### config.mk
export PLATFORM = sky130hd
export DESIGN_NAME = bitstream_pkt_arbiter
export DESIGN_NICKNAME = d
export VERILOG_FILES = /design/src/rtl/bitarb_pkg.sv /design/src/rtl/bitarb_rr_pick.sv /design/src/rtl/bitstream_pkt_arbiter.sv
export SDC_FILE = /design/constraint.sdc
export NUM_CORES = 1
export LEC_CHECK = 0
export ABC_AREA = 1
export CAP_MARGIN = 20
export CORE_MARGIN = 2
export CORE_UTILIZATION = 44
export CTS_CLUSTER_DIAMETER = 200
export CTS_CLUSTER_SIZE = 24
export DETAILED_ROUTE_END_ITERATION = 10
export GPL_ROUTABILITY_DRIVEN = 0
export PLACE_DENSITY_LB_ADDON = 0.2
export SLEW_MARGIN = 40
export SYNTH_ARGS = -nofsm -noshare
export SYNTH_HDL_FRONTEND = slang
export SYNTH_HIERARCHICAL = 1
export SYNTH_SLANG_ARGS = --single-unit
### constraint.sdc
create_clock -name clk -period 1.6 [get_ports clk]
set_input_delay 0.32 -clock clk [delete_from_list [all_inputs] [get_ports clk]]
set_output_delay 0.32 -clock clk [all_outputs]
set_load 0.005 [all_outputs]
### src/rtl/bitarb_pkg.sv
`default_nettype none
// ============================================================================
//  Module   : bitarb_pkg
//  Brief    : Shared types, default sizes and helpers for the bit-stream
//             packet arbiter.
//  Revision : 1.0 - initial release
// ============================================================================
package bitarb_pkg;

  // Arbiter state encoding; ABORT is only reachable when the timeout is built in
  typedef enum logic [1:0] {
    IDLE  = 2'd0,
    GRANT = 2'd1,
    ABORT = 2'd2
  } bitarb_state_t;

  localparam int BITARB_N_SRC_DEF   = 4;
  localparam int BITARB_TIMEOUT_DEF = 16;

  // Slot visited at offset 'off' after 'ptr' in an n-entry ring
  function automatic int unsigned rr_slot(input int unsigned ptr,
                                          input int unsigned off,
                                          input int unsigned n);
    return (ptr + off) % n;
  endfunction

endpackage
`default_nettype wire

### src/rtl/bitarb_rr_pick.sv
`default_nettype none
// ============================================================================
//  Module   : bitarb_rr_pick
//  Brief    : Combinational round-robin picker. Returns the first requester
//             found searching ptr+1 .. ptr+N_SRC with wrap-around.
//  Revision : 1.0 - initial release
// ============================================================================
module bitarb_rr_pick
  import bitarb_pkg::*;
#(
  parameter  int N_SRC = BITARB_N_SRC_DEF,
  localparam int GW    = $clog2(N_SRC)
) (
  input  logic [N_SRC-1:0] req,
  input  logic [GW-1:0]    ptr,
  output logic             found,
  output logic [GW-1:0]    idx
);

  logic [GW-1:0] slot;

  // Walk the ring from the farthest offset back to the nearest so the
  // nearest requester after ptr is the last (winning) assignment
  always_comb begin
    found = 1'b0;
    idx   = '0;
    slot  = '0;
    for (int off = N_SRC; off >= 1; off--) begin
      slot = GW'(rr_slot(32'(ptr), 32'(off), 32'(N_SRC)));
      if (req[slot]) begin
        found = 1'b1;
        idx   = slot;
      end
    end
  end

endmodule
`default_nettype wire

### src/rtl/bitstream_pkt_arbiter.sv
`default_nettype none
// ============================================================================
//  Module   : bitstream_pkt_arbiter
//  Brief    : Packet-granular round-robin arbiter sharing one bit detector
//             among N_SRC serial bit-stream sources. A grant is taken on an
//             SOP and held until the matching EOP transfers. Non-SOP beats
//             from sources that do not own the grant are drained as orphans.
//  Options  : BITARB_TIMEOUT_EN - abort a packet whose source stays idle for
//             TIMEOUT cycles by emitting a forced EOP beat.
//  Revision : 1.0 - initial release
// ============================================================================
module bitstream_pkt_arbiter
  import bitarb_pkg::*;
#(
  parameter  int N_SRC   = BITARB_N_SRC_DEF,
  parameter  int TIMEOUT = BITARB_TIMEOUT_DEF,
  localparam int GW      = $clog2(N_SRC)
) (
  input  logic             clk,
  input  logic             reset_n,
  input  logic [N_SRC-1:0] i_sop,
  input  logic [N_SRC-1:0] i_eop,
  input  logic [N_SRC-1:0] i_valid,
  input  logic [N_SRC-1:0] inp,
  output logic [N_SRC-1:0] i_ready,
  output logic             outp,
  output logic             o_sop,
  output logic             o_eop,
  output logic             o_valid,
  input  logic             o_ready,
  output logic [GW-1:0]    grant_id,
  output logic             busy,
  output logic             orphan_drop,
  output logic             timeout_abort
);

  if (N_SRC < 2 || TIMEOUT < 1) begin : g_param_check
    $error("bitstream_pkt_arbiter: N_SRC must be >= 2 and TIMEOUT >= 1");
  end

  bitarb_state_t    state_q, state_d;
  logic [GW-1:0]    rr_q, rr_d;
  logic [GW-1:0]    grant_q, grant_d;
  logic             busy_q;

  logic [N_SRC-1:0] sop_req;
  logic             pick_found;
  logic [GW-1:0]    pick_idx;
  logic [N_SRC-1:0] own_mask;
  logic [N_SRC-1:0] orphan_mask;
  logic             beat_acc;

  // Raw combinational outputs, zeroed below while reset is asserted
  logic [N_SRC-1:0] ready_raw;
  logic             outp_raw, sop_raw, eop_raw, valid_raw, orphan_raw;
  logic             abort_raw;

`ifdef BITARB_TIMEOUT_EN
  localparam int CW = $clog2(TIMEOUT + 1);
  logic [CW-1:0] cnt_q, cnt_d;
`endif

  assign sop_req = i_valid & i_sop;

  bitarb_rr_pick #(
    .N_SRC (N_SRC)
  ) u_rr_pick (
    .req   (sop_req),
    .ptr   (rr_q),
    .found (pick_found),
    .idx   (pick_idx)
  );

  // Next-state, grant mux and orphan draining
  always_comb begin
    state_d    = state_q;
    rr_d       = rr_q;
    grant_d    = grant_q;
    outp_raw   = 1'b0;
    sop_raw    = 1'b0;
    eop_raw    = 1'b0;
    valid_raw  = 1'b0;
    abort_raw  = 1'b0;
    beat_acc   = 1'b0;
    own_mask   = '0;
`ifdef BITARB_TIMEOUT_EN
    cnt_d      = cnt_q;
`endif

    // The granted source is never an orphan while a packet is open
    if (state_q != IDLE) begin
      own_mask[grant_q] = 1'b1;
    end
    orphan_mask = i_valid & ~i_sop & ~own_mask;
    ready_raw   = orphan_mask;
    orphan_raw  = |orphan_mask;

    case (state_q)
      IDLE: begin
        // Arbitration cycle only: no beat moves, SOP sources are held
        if (pick_found) begin
          grant_d = pick_idx;
          rr_d    = pick_idx;
          state_d = GRANT;
`ifdef BITARB_TIMEOUT_EN
          cnt_d   = '0;
`endif
        end
      end

      GRANT: begin
        outp_raw           = inp[grant_q];
        sop_raw            = i_sop[grant_q];
        eop_raw            = i_eop[grant_q];
        valid_raw          = i_valid[grant_q];
        ready_raw[grant_q] = o_ready;
        beat_acc           = i_valid[grant_q] & o_ready;
`ifdef BITARB_TIMEOUT_EN
        if (beat_acc) begin
          cnt_d = '0;
        end else if (!i_valid[grant_q]) begin
          cnt_d = cnt_q + CW'(1);
          if (cnt_d == CW'(TIMEOUT)) begin
            state_d = ABORT;
          end
        end
`endif
        if (beat_acc && i_eop[grant_q]) begin
          state_d = IDLE;
        end
      end

`ifdef BITARB_TIMEOUT_EN
      ABORT: begin
        // Synthetic terminating beat; the stalled source is not served
        valid_raw = 1'b1;
        eop_raw   = 1'b1;
        if (o_ready) begin
          abort_raw = 1'b1;
          state_d   = IDLE;
        end
      end
`endif

      default: begin
        state_d = IDLE;
      end
    endcase
  end

  // Outputs are forced low for as long as reset is held
  always_comb begin
    i_ready     = reset_n ? ready_raw  : '0;
    outp        = reset_n & outp_raw;
    o_sop       = reset_n & sop_raw;
    o_eop       = reset_n & eop_raw;
    o_valid     = reset_n & valid_raw;
    orphan_drop = reset_n & orphan_raw;
    busy        = reset_n & busy_q;
    grant_id    = reset_n ? grant_q : '0;
  end

`ifdef BITARB_TIMEOUT_EN
  assign timeout_abort = reset_n & abort_raw;
`else
  assign timeout_abort = 1'b0;
`endif

  // State, round-robin pointer, grant and busy registers
  always_ff @(posedge clk) begin
    if (!reset_n) begin
      state_q <= IDLE;
      rr_q    <= GW'(N_SRC - 1);
      grant_q <= '0;
      busy_q  <= 1'b0;
    end else begin
      state_q <= state_d;
      rr_q    <= rr_d;
      grant_q <= grant_d;
      busy_q  <= (state_d != IDLE);
    end
  end

`ifdef BITARB_TIMEOUT_EN
  // Idle-cycle counter for the open packet
  always_ff @(posedge clk) begin
    if (!reset_n) begin
      cnt_q <= '0;
    end else begin
      cnt_q <= cnt_d;
    end
  end
`endif

endmodule
`default_nettype wire

# == Yosys cells after proc, flatten, opt, wreduce, memory -nomap -nowiden ==
# Index checks and enable logic that the tools add are counted.
# totals
register_bits,7
input_bits,19
output_inout_bits,13
word_cells,72
# op_classes
n_addsub,4
order_cmp,6
eq_ne,1
n_mux,38
bitwise_logic,12
reduce_logical,7
# op_table
op,n
$mux W1,17
$bmux W1 S2,8
$lt A2 B3 Y1 const B,5
$mux W2,7
$and A4 B4 Y4,3
$mux W4,3
$not A4 Y4,2
$and A1 B1 Y1,7
$add A2 B1 Y2 const B,2
$add A2 B2 Y2 const B,2
$bwmux W4,1
$pmux W2 S2,1
$reduce_bool A2 Y1,2
$reduce_or A4 Y1,1
$demux W1 S2,1
$eq A2 B1 Y1 const B,1
$ge A2 B1 Y1 const B,1
$logic_and A1 B1 Y1,2
$logic_not A2 Y1,1
$reduce_and A2 Y1,1

# == Depth between registers and ports, before layout ==
# Gate-level depths: netlist of run 1.
# depth
depth_word,10
mapped_depth,13
ltp_nobuf,13

# == Hierarchy ==
# Netlist of run 1, hierarchy kept.
# by_module_without_submodules
module,n_inst,cells_each,area_each_um2,seq_area_each_um2
bitstream_pkt_arbiter,1,113,633.1,140.1
bitarb_rr_pick,1,51,246.5,0.0

# == Least setup slack after synthesis of run 1 ==
# Ideal clock, no wire load.
# synth_timing
path_kind,register to register
startpoint,register rr_q[0]
endpoint,register rr_q[1]
setup_ns,0.123
arrival_ns,1.225
t_required_ns,1.477
setup_slack_ns,0.252
path_stages_with_launch,11
path_buffers,1
synth_period_minus_slack_ns,1.348
path_cell_list,dfxtp_1 > buf_6 > inv_6 > nand2_2 > and2_4 > nor2_2 > nand2_1 > nor3b_2 > inv_1 > nand2_1 > nand3_1
# synth_via
elab_chain_cells,8
elab_cells_between_ends,21
cone_classes,add/sub (4); mux (16); reduce/logical (1)
# synth_lines
item,line_no,source
from (decl),bitstream_pkt_arbiter.sv:42,"logic [GW-1:0] rr_q, rr_d;"
from (signal assigned),bitstream_pkt_arbiter.sv:173,rr_q <= GW'(N_SRC - 1);
from (signal assigned),bitstream_pkt_arbiter.sv:178,rr_q <= rr_d;
$add A2 B1 Y2,bitarb_pkg.sv:24,return (ptr + off) % n;
$bmux W1 S2,bitarb_rr_pick.sv:30,if (req[slot]) begin
$mux W1 (not written as such),bitarb_rr_pick.sv:30,
$mux W1 (3 in a row),bitarb_rr_pick.sv:30,
$mux W1 *,bitarb_rr_pick.sv:30,
named net pick_found,bitstream_pkt_arbiter.sv:47,logic pick_found;
$reduce_and A2 Y1 (no line) *,--,
# Mark *: on every way through the listed nets, which the timed path passes. The rest lies on a longest branch. The select of a mux whose other input is x is not followed.
# A chain may end at the register's enable or synchronous reset.

# == Worst setup path after layout of run 1 ==
# layout_timing
startpoint,register grant_q[0]
endpoint,output port o_valid
# layout_via
elab_chain_cells,4
# layout_lines
item,line_no,source
from (decl),bitstream_pkt_arbiter.sv:43,"logic [GW-1:0] grant_q, grant_d;"
from (signal assigned),bitstream_pkt_arbiter.sv:179,grant_q <= grant_d;
$bmux W1 S2,bitstream_pkt_arbiter.sv:115,valid_raw = i_valid[grant_q];
$mux W1 (not written as such),bitstream_pkt_arbiter.sv:115,
$mux W1,bitstream_pkt_arbiter.sv:98,case (state_q)
$and A1 B1 Y1,bitstream_pkt_arbiter.sv:157,o_valid = reset_n & valid_raw;
to (decl),bitstream_pkt_arbiter.sv:29,"output logic o_valid,"
# Every way passes these cells. The select of a mux whose other input is x is not followed.

==> results.tsv, run 1 <==
metric	value	unit
CTS tree	yes	
Critical Path RT	1.28	ns
dpl hpwl	2180	um
Ys Warns	6	
CP arrival	1.36	ns
grt ovf	0	
async set or reset register ratio after synthesis	0	%
Initial DRC Count	56	
R2R setup slack	0.11	ns
TritonCTS Sinks	7	
overall power	0.00110	W
Hold Fails Final Rpt	0	
synthesis-stage register bit count	7	
clk buf depth	2	
# rows	16	
DR vias	1294	
area grow syn2layout	80.2	%
r2r worst-path depth	10	
slowest CP cell	dfxtp_4	
crit-path max cell delay	0.38	ns
most used cell, CP	nand2_1	
Tot GR Track Use	24.1	%
Critical Path Source Type	flip-flop	
total CTS buffers	3	
min Tclk post-route	1.68	ns
htree depth	1	
CORE AREA	1920	um^2
max-cap violations	0	
post-synth cell types	27	
Setup CP Type	flip-flop to primary output	
Synth top cells by count	nand2_1 (61), inv_1 (19), nand3_1 (16), nor2_1 (11), nand2_2 (9)	
setup TNS	-0.324	ns
antenna violations before repair	0	
largest net degree at the start of global routing	11	
Final Setup Violations	8	
crit path max fanout	8	
DR WL/cell	13.4	um
Final ANT Viol Nets	0	
outcome	finished, violations left	
Reg-to-Reg End	state_q[0]	
worst min path class	flip-flop to flip-flop	
reg-to-reg critical path startpoint	rr_q[0]	
Vert. Die Dim	48.7	um
Syn Inst Count	164	
Die Footprint	2370	um^2
sequential area share after synthesis	15.9	%
worst skew pair latency	0.25	ns
Synth Flop Type	dfxtp_1	
clock skew	0.00780	ns
Mapped Area	880	um^2
VDD IR max	0.00110	V
final core occ	82.5	%
failing checks	negative setup slack	
vias in the first global route	1106	
global-route wire length before repair	4620	um
crit path buf inv count	3	
LEAKAGE	0.877	nW
detail-routed via count per cell	5.11	
Worst Hold Slack	0.545	ns
fraction of layout cells with a size suffix above 1	43.4	%
PD cells	696	nW/um^2
Tcrit/Tclk final	105	%
Initial Util	45.8	%
top-count cell post-synth	nand2_1	
top cells by area, synth	nand2_1 (26%), dfxtp_1 (16%), nand3_1 (9.1%)	
hold endpoint	rr_q[0]	
Critical Path Sink Type	primary output	
NumNets Final	246	
Die W	48.7	um
drt drc	0	
Synth area leader	nand2_1	
post-synth top area share	26.0	%
# diodes	0	
Root Driver	clkbuf_4	
# IOs	32	
CP Cell Sequence	inv_6 -> buf_12 -> nand2_2 -> nand2_1 -> nand2_1 -> a21oi_1 -> buf_2	
first drt pass iteration count	4	
number of cells on the worst hold path	2	
RSZ-0062 raised after global routing	true	
Max Fclk	595	MHz
Final Max Slew Viols	0	
Mean Syn Cell Area	5.36	um^2
Post-synth EDFFs	0	
Worst path top cell family by delay	flip-flops	
hold path startpoint	rr_q[0]	
Final Worst Setup Slack	-0.0800	ns
Reg clk slew, reported paths	0.06	ns
overall routed net length	3380	um
IO buf count	30	
[cell usage in the layout, fill, tap and decap left out, types with 2 or more instances in the layout]
cell type and n:
dfxtp_1 2, nand2_1 48, inv_1 19, o21ai_1 2, conb_1 2, clkbuf_4 3, a21oi_2 2, nor2_1 10
buf_12 3, o21ai_2 4, dfxtp_4 4, nand2_4 4, nand3_1 14, dlygate4sd2_1 12, clkdlybuf4s50_1 8, inv_6 2
nand3_2 2, o21ai_4 2, inv_2 5, buf_2 9, o22ai_1 2, nor2_4 3, buf_4 27, a21oi_1 2
buf_6 3, nand2_2 18
[sequential cells by signal, summed over array words and instances, names as in the netlist]
| signal | cells |
|---|---|
| busy_q | 1 |
| rr_q | 2 |
| state_q | 2 |
| grant_q | 2 |
[worst reg2reg max path, delay by kind of cell (launching register included)]
family	cells	cell delay, ns
buf+inv	3	0.37
flops	1	0.34
simple gates	7	0.68
[per-layer routing]
layer	vias to the layer above	wire (um)	GRT usage, %	share of wire, %
met3	10	167	3.70	4.9
met2	56	1720	45.0	51
met4	0	68	5.24	2.0
met1	593	1430	28.7	42
li1	635	-	-	-
met5	-	0	0	0
[repair_timing]
action / in CTS / in global routing
buffers inserted: 4 / 6
hold buffers: 0 / 0
pin swaps: 9 / 15
resized for setup: 67 / 31
endpoints found under the setup margin: 18 / 10
[power by group]
part	leakage (nW)	switching (W)	total (W)	internal, W
Clock	0.0150	0.0000659	0.000161	0.0000952
Sequential	0.0601	0.0000447	0.000248	0.000203
Combinational	0.802	0.000361	0.000695	0.000333
[metrics by stage]
stage,std cells,instance area (um^2),setup WS (ns)
after floorplan,165,883,0.252
after global placement,240,1370,-0.512
after detailed placement,240,1370,-0.518
after CTS,248,1440,-0.0855
after global routing,253,1590,-0.167
final,253,1590,-0.0800
[worst max path at each step]
stage / endpoint / startpoint / cells after the start / slack, ns
2_1_floorplan: rr_q[1] / rr_q[0] / 10 / 0.25
3_3_place_gp: i_ready[3] / i_valid[3] / 8 / -0.51
3_5_place_dp: i_ready[2] / i_valid[2] / 7 / -0.52
4_1_cts: orphan_drop / state_q[1] / 7 / -0.09
5_1_grt: o_valid / grant_q[0] / 7 / -0.17
6_report: o_valid / grant_q[0] / 7 / -0.08
[area by class of cell]
| cell class | count | area [um^2] |
|---|---|---|
| clock buffers | 4 | 26.3 |
| fillers | 128 | 337 |
| inverters | 27 | 114 |
| multi-input cells | 125 | 716 |
| flip-flops and latches | 7 | 156 |
| well taps | 27 | 33.8 |
| repair buffers | 63 | 539 |
[logic make-up (layout without fill, tap and decap cells)]
group / Yosys count / in the layout / synth area share, %
AO/OA/AOI/OAI: 19 / 19 / 13.7
buffers and inverters: 33 / 94 / 17.9
flip-flops: 7 / 7 / 15.9
other: 1 / 2 / 0.426
AND/OR/NAND/NOR: 104 / 104 / 52.1
Power figures use the tool's default switching activity.
==> run 2: changes to the inputs <==
- TNS_END_PERCENT: unset -> 5
==> run 2 against run 1 <==
Compared with the run above:
- the flow still finishes with violations (negative setup slack)
- critical endpoint is now i_ready[0]
- highest routed layer unchanged
- critical path type unchanged
- via count down 2.7%
- non-clock buffer count down 4
- largest power group unchanged
- first-iteration DRC count down 38%
==> results.tsv, run 2 (synthesized netlist as in run 1, its figures left out) <==
metric	value	unit	change
outcome	finished, violations left		
failing checks	negative setup slack		
max-cap violations	0		unchanged
CTS tree	yes		
VDD IR max	0.000886	V	-19%
Hold Fails Final Rpt	0		unchanged
CP arrival	1.36	ns	about the same
NumNets Final	242		-1.6%
vias in the first global route	1138		+2.9%
htree depth	1		unchanged
Initial DRC Count	35		-38%
DR vias	1259		-2.7%
Vert. Die Dim	48.7	um	unchanged
wl on met1	1300	um	-8.8%
area grow syn2layout	71.1	%	
largest net degree at the start of global routing	11		unchanged
Critical Path Source Type	flip-flop		
Critical Path Sink Type	primary output		
dpl hpwl	2180	um	unchanged
PD cells	694	nW/um^2	-0.26%
Die Footprint	2370	um^2	unchanged
global-route wire length before repair	4770	um	+3.3%
Root Driver	clkbuf_4		
slowest CP cell	dfxtp_4		
Final Max Slew Viols	0		unchanged
Critical Path RT	1.28	ns	about the same
Final ANT Viol Nets	0		unchanged
biggest regs	grant_q: 2 flops, rr_q: 2 flops, state_q: 2 flops		
detail-routed via count per cell	5.06		-1.1%
Final Setup Violations	8		unchanged
total CTS buffers	3		unchanged
Initial Util	45.8	%	unchanged
crit path max fanout	3		-5
antenna violations before repair	0		unchanged
worst min path class	flip-flop to flip-flop		
# rows	16		unchanged
post-route design area	1510	um^2	-5.1%
fraction of layout cells with a size suffix above 1	37.8	%	-5.5 points
DR WL/cell	12.6	um	-5.5%
TritonCTS Sinks	7		unchanged
Max Fclk	596	MHz	+0.16%
Worst path top cell family by delay	flip-flops		
# IOs	32		unchanged
Die W	48.7	um	unchanged
Placed Cells	240		unchanged
RSZ-0062 raised after global routing	true		
Worst Hold Slack	0.533	ns	-0.0124 ns
Tcrit/Tclk final	105	%	-0.17 points
worst skew pair latency	0.25	ns	about the same
met3 WL	151	um	-9.6%
fin cells	249		-1.6%
dpl cell area	1370	um^2	unchanged
clk buf depth	2		unchanged
Setup CP Type	flip-flop to primary output		
Final Worst Setup Slack	-0.0772	ns	+0.00272 ns
overall routed net length	3140	um	-7.0%
crit-path max cell delay	0.36	ns	-0.02 ns
CP Cell Sequence	inv_2 -> nor2_4 -> buf_4 -> nand3_1 -> a21oi_1 -> buf_2		
grt ovf	0		unchanged
hold buffer count at cts	0		unchanged
Tot GR Track Use	24.8	%	+0.71 points
commonest non-fill, non-tap cell in the layout	nand2_1		
Setup WS pre-CTS	-0.518	ns	unchanged
CORE AREA	1920	um^2	unchanged
IO buf count	30		unchanged
most frequent cells in the layout	nand2_1 (56), buf_4 (24), inv_1 (19)		
first drt pass iteration count	4		unchanged
clock skew	0.00616	ns	-0.00163 ns
crit path buf inv count	3		unchanged
Met2 Wirelength	1660	um	-3.3%
# diodes	0		unchanged
Highest Signal Layer	met4		
LEAKAGE	0.847	nW	-3.4%
Reg clk slew, reported paths	0.05	ns	about the same
drt drc	0		unchanged
min Tclk post-route	1.68	ns	-0.00272 ns
run 2: path summary, 6_finish.rpt:
path | from | slack (ns) | cells past startpoint | to
setup reg to reg | rr_q[0] | 0.11 | 9 | grant_q[1]
hold reg to reg | rr_q[0] | 0.53 | 2 | rr_q[0]
setup / recovery | state_q[0] | -0.08 | 6 | i_ready[0]
hold / removal | rr_q[0] | 0.53 | 2 | rr_q[0]
run 2: timing repair:
action                     4_1_cts  5_1_grt
buffers inserted                 4        2
gates resized for setup         61       25
pin swaps                        8       14
setup endpoints to repair       18       11
run 2: area by class of cell:
class	instances	area (um^2)
Timing Repair Buffer	59	497
Fill cell	151	417
Multi-Input combinational cell	125	676
Clock buffer	4	26.3
Inverter	27	116
Sequential cell	7	156
Tap cell	27	33.8
run 2: metal layers:
metal  vias up  track usage (%)
met2        44             47.7
li1        626                -
met5         -                0
met4         0             4.76
met1       585             28.7
met3         4             3.70
run 2: power breakdown:
part	switching, W	internal [W]
Sequential	0.0000415	0.000203
Combinational	0.000336	0.000304
Clock	0.0000663	0.0000952
run 2: worst register-to-register path: cells and delay by family, from the launching register on:
| family | cells | cell delay, ns |
|---|---|---|
| DFF | 1 | 0.33 |
| AOI/OAI and AO/OA | 1 | 0.17 |
| and+or+nand+nor | 5 | 0.53 |
| buffers and inverters | 3 | 0.37 |
run 2: stage by stage:
| step | setup TNS, ns | power (W) | util (%) |
|---|---|---|---|
| finish | -0.312 | 0.00105 | 78.3 |
| global route | -0.899 | 0.00113 | 78.3 |
| CTS | -0.355 | 0.000999 | 75.4 |
| detailed placement | -6.98 | 0.000814 | 71.4 |
| global placement | -6.75 | 0.000794 | 71.4 |
| floorplan | 0 | 0.000559 | - |
==> run 3: changes to the inputs <==
- RECOVER_POWER: unset -> 50
==> run 3 against run 2 <==
Compared with the run above:
- the run still ends with negative setup slack left
- maximum frequency about the same
- global-route usage unchanged
- clock power about the same
- final area down 0.33%
- clock skew about the same
- worst hold slack about the same
- critical endpoint unchanged
==> results.tsv, run 3 (synthesized netlist as in run 1, its figures left out) <==
metric	value	unit	change
Reg clk slew, reported paths	0.05	ns	about the same
most frequent cells in the layout	nand2_1 (56), buf_4 (24), inv_1 (19)		
crit-path max cell delay	0.36	ns	about the same
slowest CP cell	dfxtp_4		
Setup CP Type	flip-flop to primary output		
overall routed net length	3150	um	about the same
# IOs	32		unchanged
Root Driver	clkbuf_4		
clock skew	0.00626	ns	+0.0000944 ns
dpl cell area	1370	um^2	unchanged
Critical Path RT	1.28	ns	about the same
Hold Fails Final Rpt	0		unchanged
# diodes	0		unchanged
CP Cell Sequence	inv_2 -> nor2_4 -> buf_4 -> nand3_1 -> a21oi_1 -> buf_2		
LEAKAGE	0.844	nW	-0.35%
Final ANT Viol Nets	0		unchanged
IO buf count	30		unchanged
detail-routed via count per cell	5.06		about the same
htree depth	1		unchanged
DR WL/cell	12.6	um	about the same
Critical Path Sink Type	primary output		
Tcrit/Tclk final	105	%	about the same
final core occ	78.1	%	-0.26 points
commonest non-fill, non-tap cell in the layout	nand2_1		
Die W	48.7	um	unchanged
largest net degree at the start of global routing	11		unchanged
Max Fclk	596	MHz	about the same
worst skew pair latency	0.25	ns	about the same
setup TNS	-0.309	ns	+0.00223 ns
Vert. Die Dim	48.7	um	unchanged
first drt pass iteration count	4		unchanged
antenna violations before repair	0		unchanged
drt drc	0		unchanged
Final Setup Violations	8		unchanged
RSZ-0062 raised after global routing	true		
fillers	153		+1.3%
Initial DRC Count	36		+2.9%
failing checks	negative setup slack		
Final Worst Setup Slack	-0.0773	ns	-0.0000503 ns
DR vias	1260		+0.079%
dpl hpwl	2180	um	unchanged
fraction of layout cells with a size suffix above 1	36.9	%	-0.90 points
Initial Util	45.8	%	unchanged
TritonCTS Sinks	7		unchanged
# rows	16		unchanged
Tot GR Track Use	24.8	%	unchanged
biggest regs	grant_q: 2 flops, rr_q: 2 flops, state_q: 2 flops		
Die Footprint	2370	um^2	unchanged
Critical Path Source Type	flip-flop		
crit path max fanout	3		unchanged
CORE AREA	1920	um^2	unchanged
Final Max Slew Viols	0		unchanged
post-route design area	1500	um^2	-0.33%
global-route wire length before repair	4770	um	unchanged
VDD IR max	0.000886	V	about the same
CP arrival	1.36	ns	about the same
CTS tree	yes		
outcome	finished, violations left		
NumNets Final	242		unchanged
clk buf depth	2		unchanged
vias in the first global route	1138		unchanged
max-cap violations	0		unchanged
total CTS buffers	3		unchanged
Placed Cells	240		unchanged
worst min path class	flip-flop to flip-flop		
fin cells	249		unchanged
min Tclk post-route	1.68	ns	+0.0000503 ns
grt ovf	0		unchanged
area grow syn2layout	70.6	%	
PD cells	692	nW/um^2	-0.30%
-- run 3: cell counts in the layout (fill, tap and decap cells not counted) --
Identical to the previous run, type by type.
-- run 3: metrics by stage --
step	hold slack, ns	total power (W)	setup WS, ns
after floorplan	0.450	0.000559	0.252
after global placement	0.498	0.000794	-0.512
after detailed placement	0.541	0.000814	-0.518
after CTS	0.550	0.000999	-0.0883
after global routing	0.560	0.00112	-0.119
final	0.533	0.00104	-0.0773
-- run 3: worst paths after layout --
| path | startpoint | end | slack [ns] | cells after the start |
|---|---|---|---|---|
| setup / recovery | state_q[0] | i_ready[0] | -0.08 | 6 |
| hold / removal | rr_q[0] | rr_q[0] | 0.53 | 2 |
| setup reg to reg | rr_q[0] | grant_q[1] | 0.05 | 9 |
| hold reg to reg | rr_q[0] | rr_q[0] | 0.53 | 2 |
-- run 3: area by class of cell --
type                    instances  area [um^2]  share of cell area, %
well taps                      27         33.8                   2.25
flip-flops and latches          7          156                   10.4
multi-input cells             125          671                   44.7
repair buffers                 59          497                   33.1
inverters                      27          116                   7.76
clock buffers                   4         26.3                   1.75
-- run 3: layer usage --
layer / up-vias / track usage (%) / part of all wire, % / wire length, um
li1: 624 / - / - / -
met1: 587 / 28.7 / 41 / 1290
met2: 45 / 47.7 / 53 / 1670
met3: 4 / 3.70 / 4.8 / 150
met4: 0 / 4.76 / 0.92 / 29
met5: - / 0 / 0 / 0
-- run 3: repair_timing --
item                                    4_1_cts  5_1_grt
endpoints found under the setup margin       18       11
resized for setup                            61       25
pin swaps                                     8       14
hold buffers                                  0        0
buffers inserted                              4        2
-- run 3: power breakdown --
part	switching, W	leakage [nW]	internal (W)
Combinational	0.000334	0.769	0.000298
Sequential	0.0000416	0.0601	0.000203
Clock	0.0000664	0.0150	0.0000952
-- run 3: worst max-delay path, delay by kind of cell, from the launching register on --
kind                   cells  cell delay, ns
flip-flops                 1            0.36
AO/OA/AOI/OAI              1            0.18
buffers and inverters      3            0.33
AND/OR/NAND/NOR            2            0.23
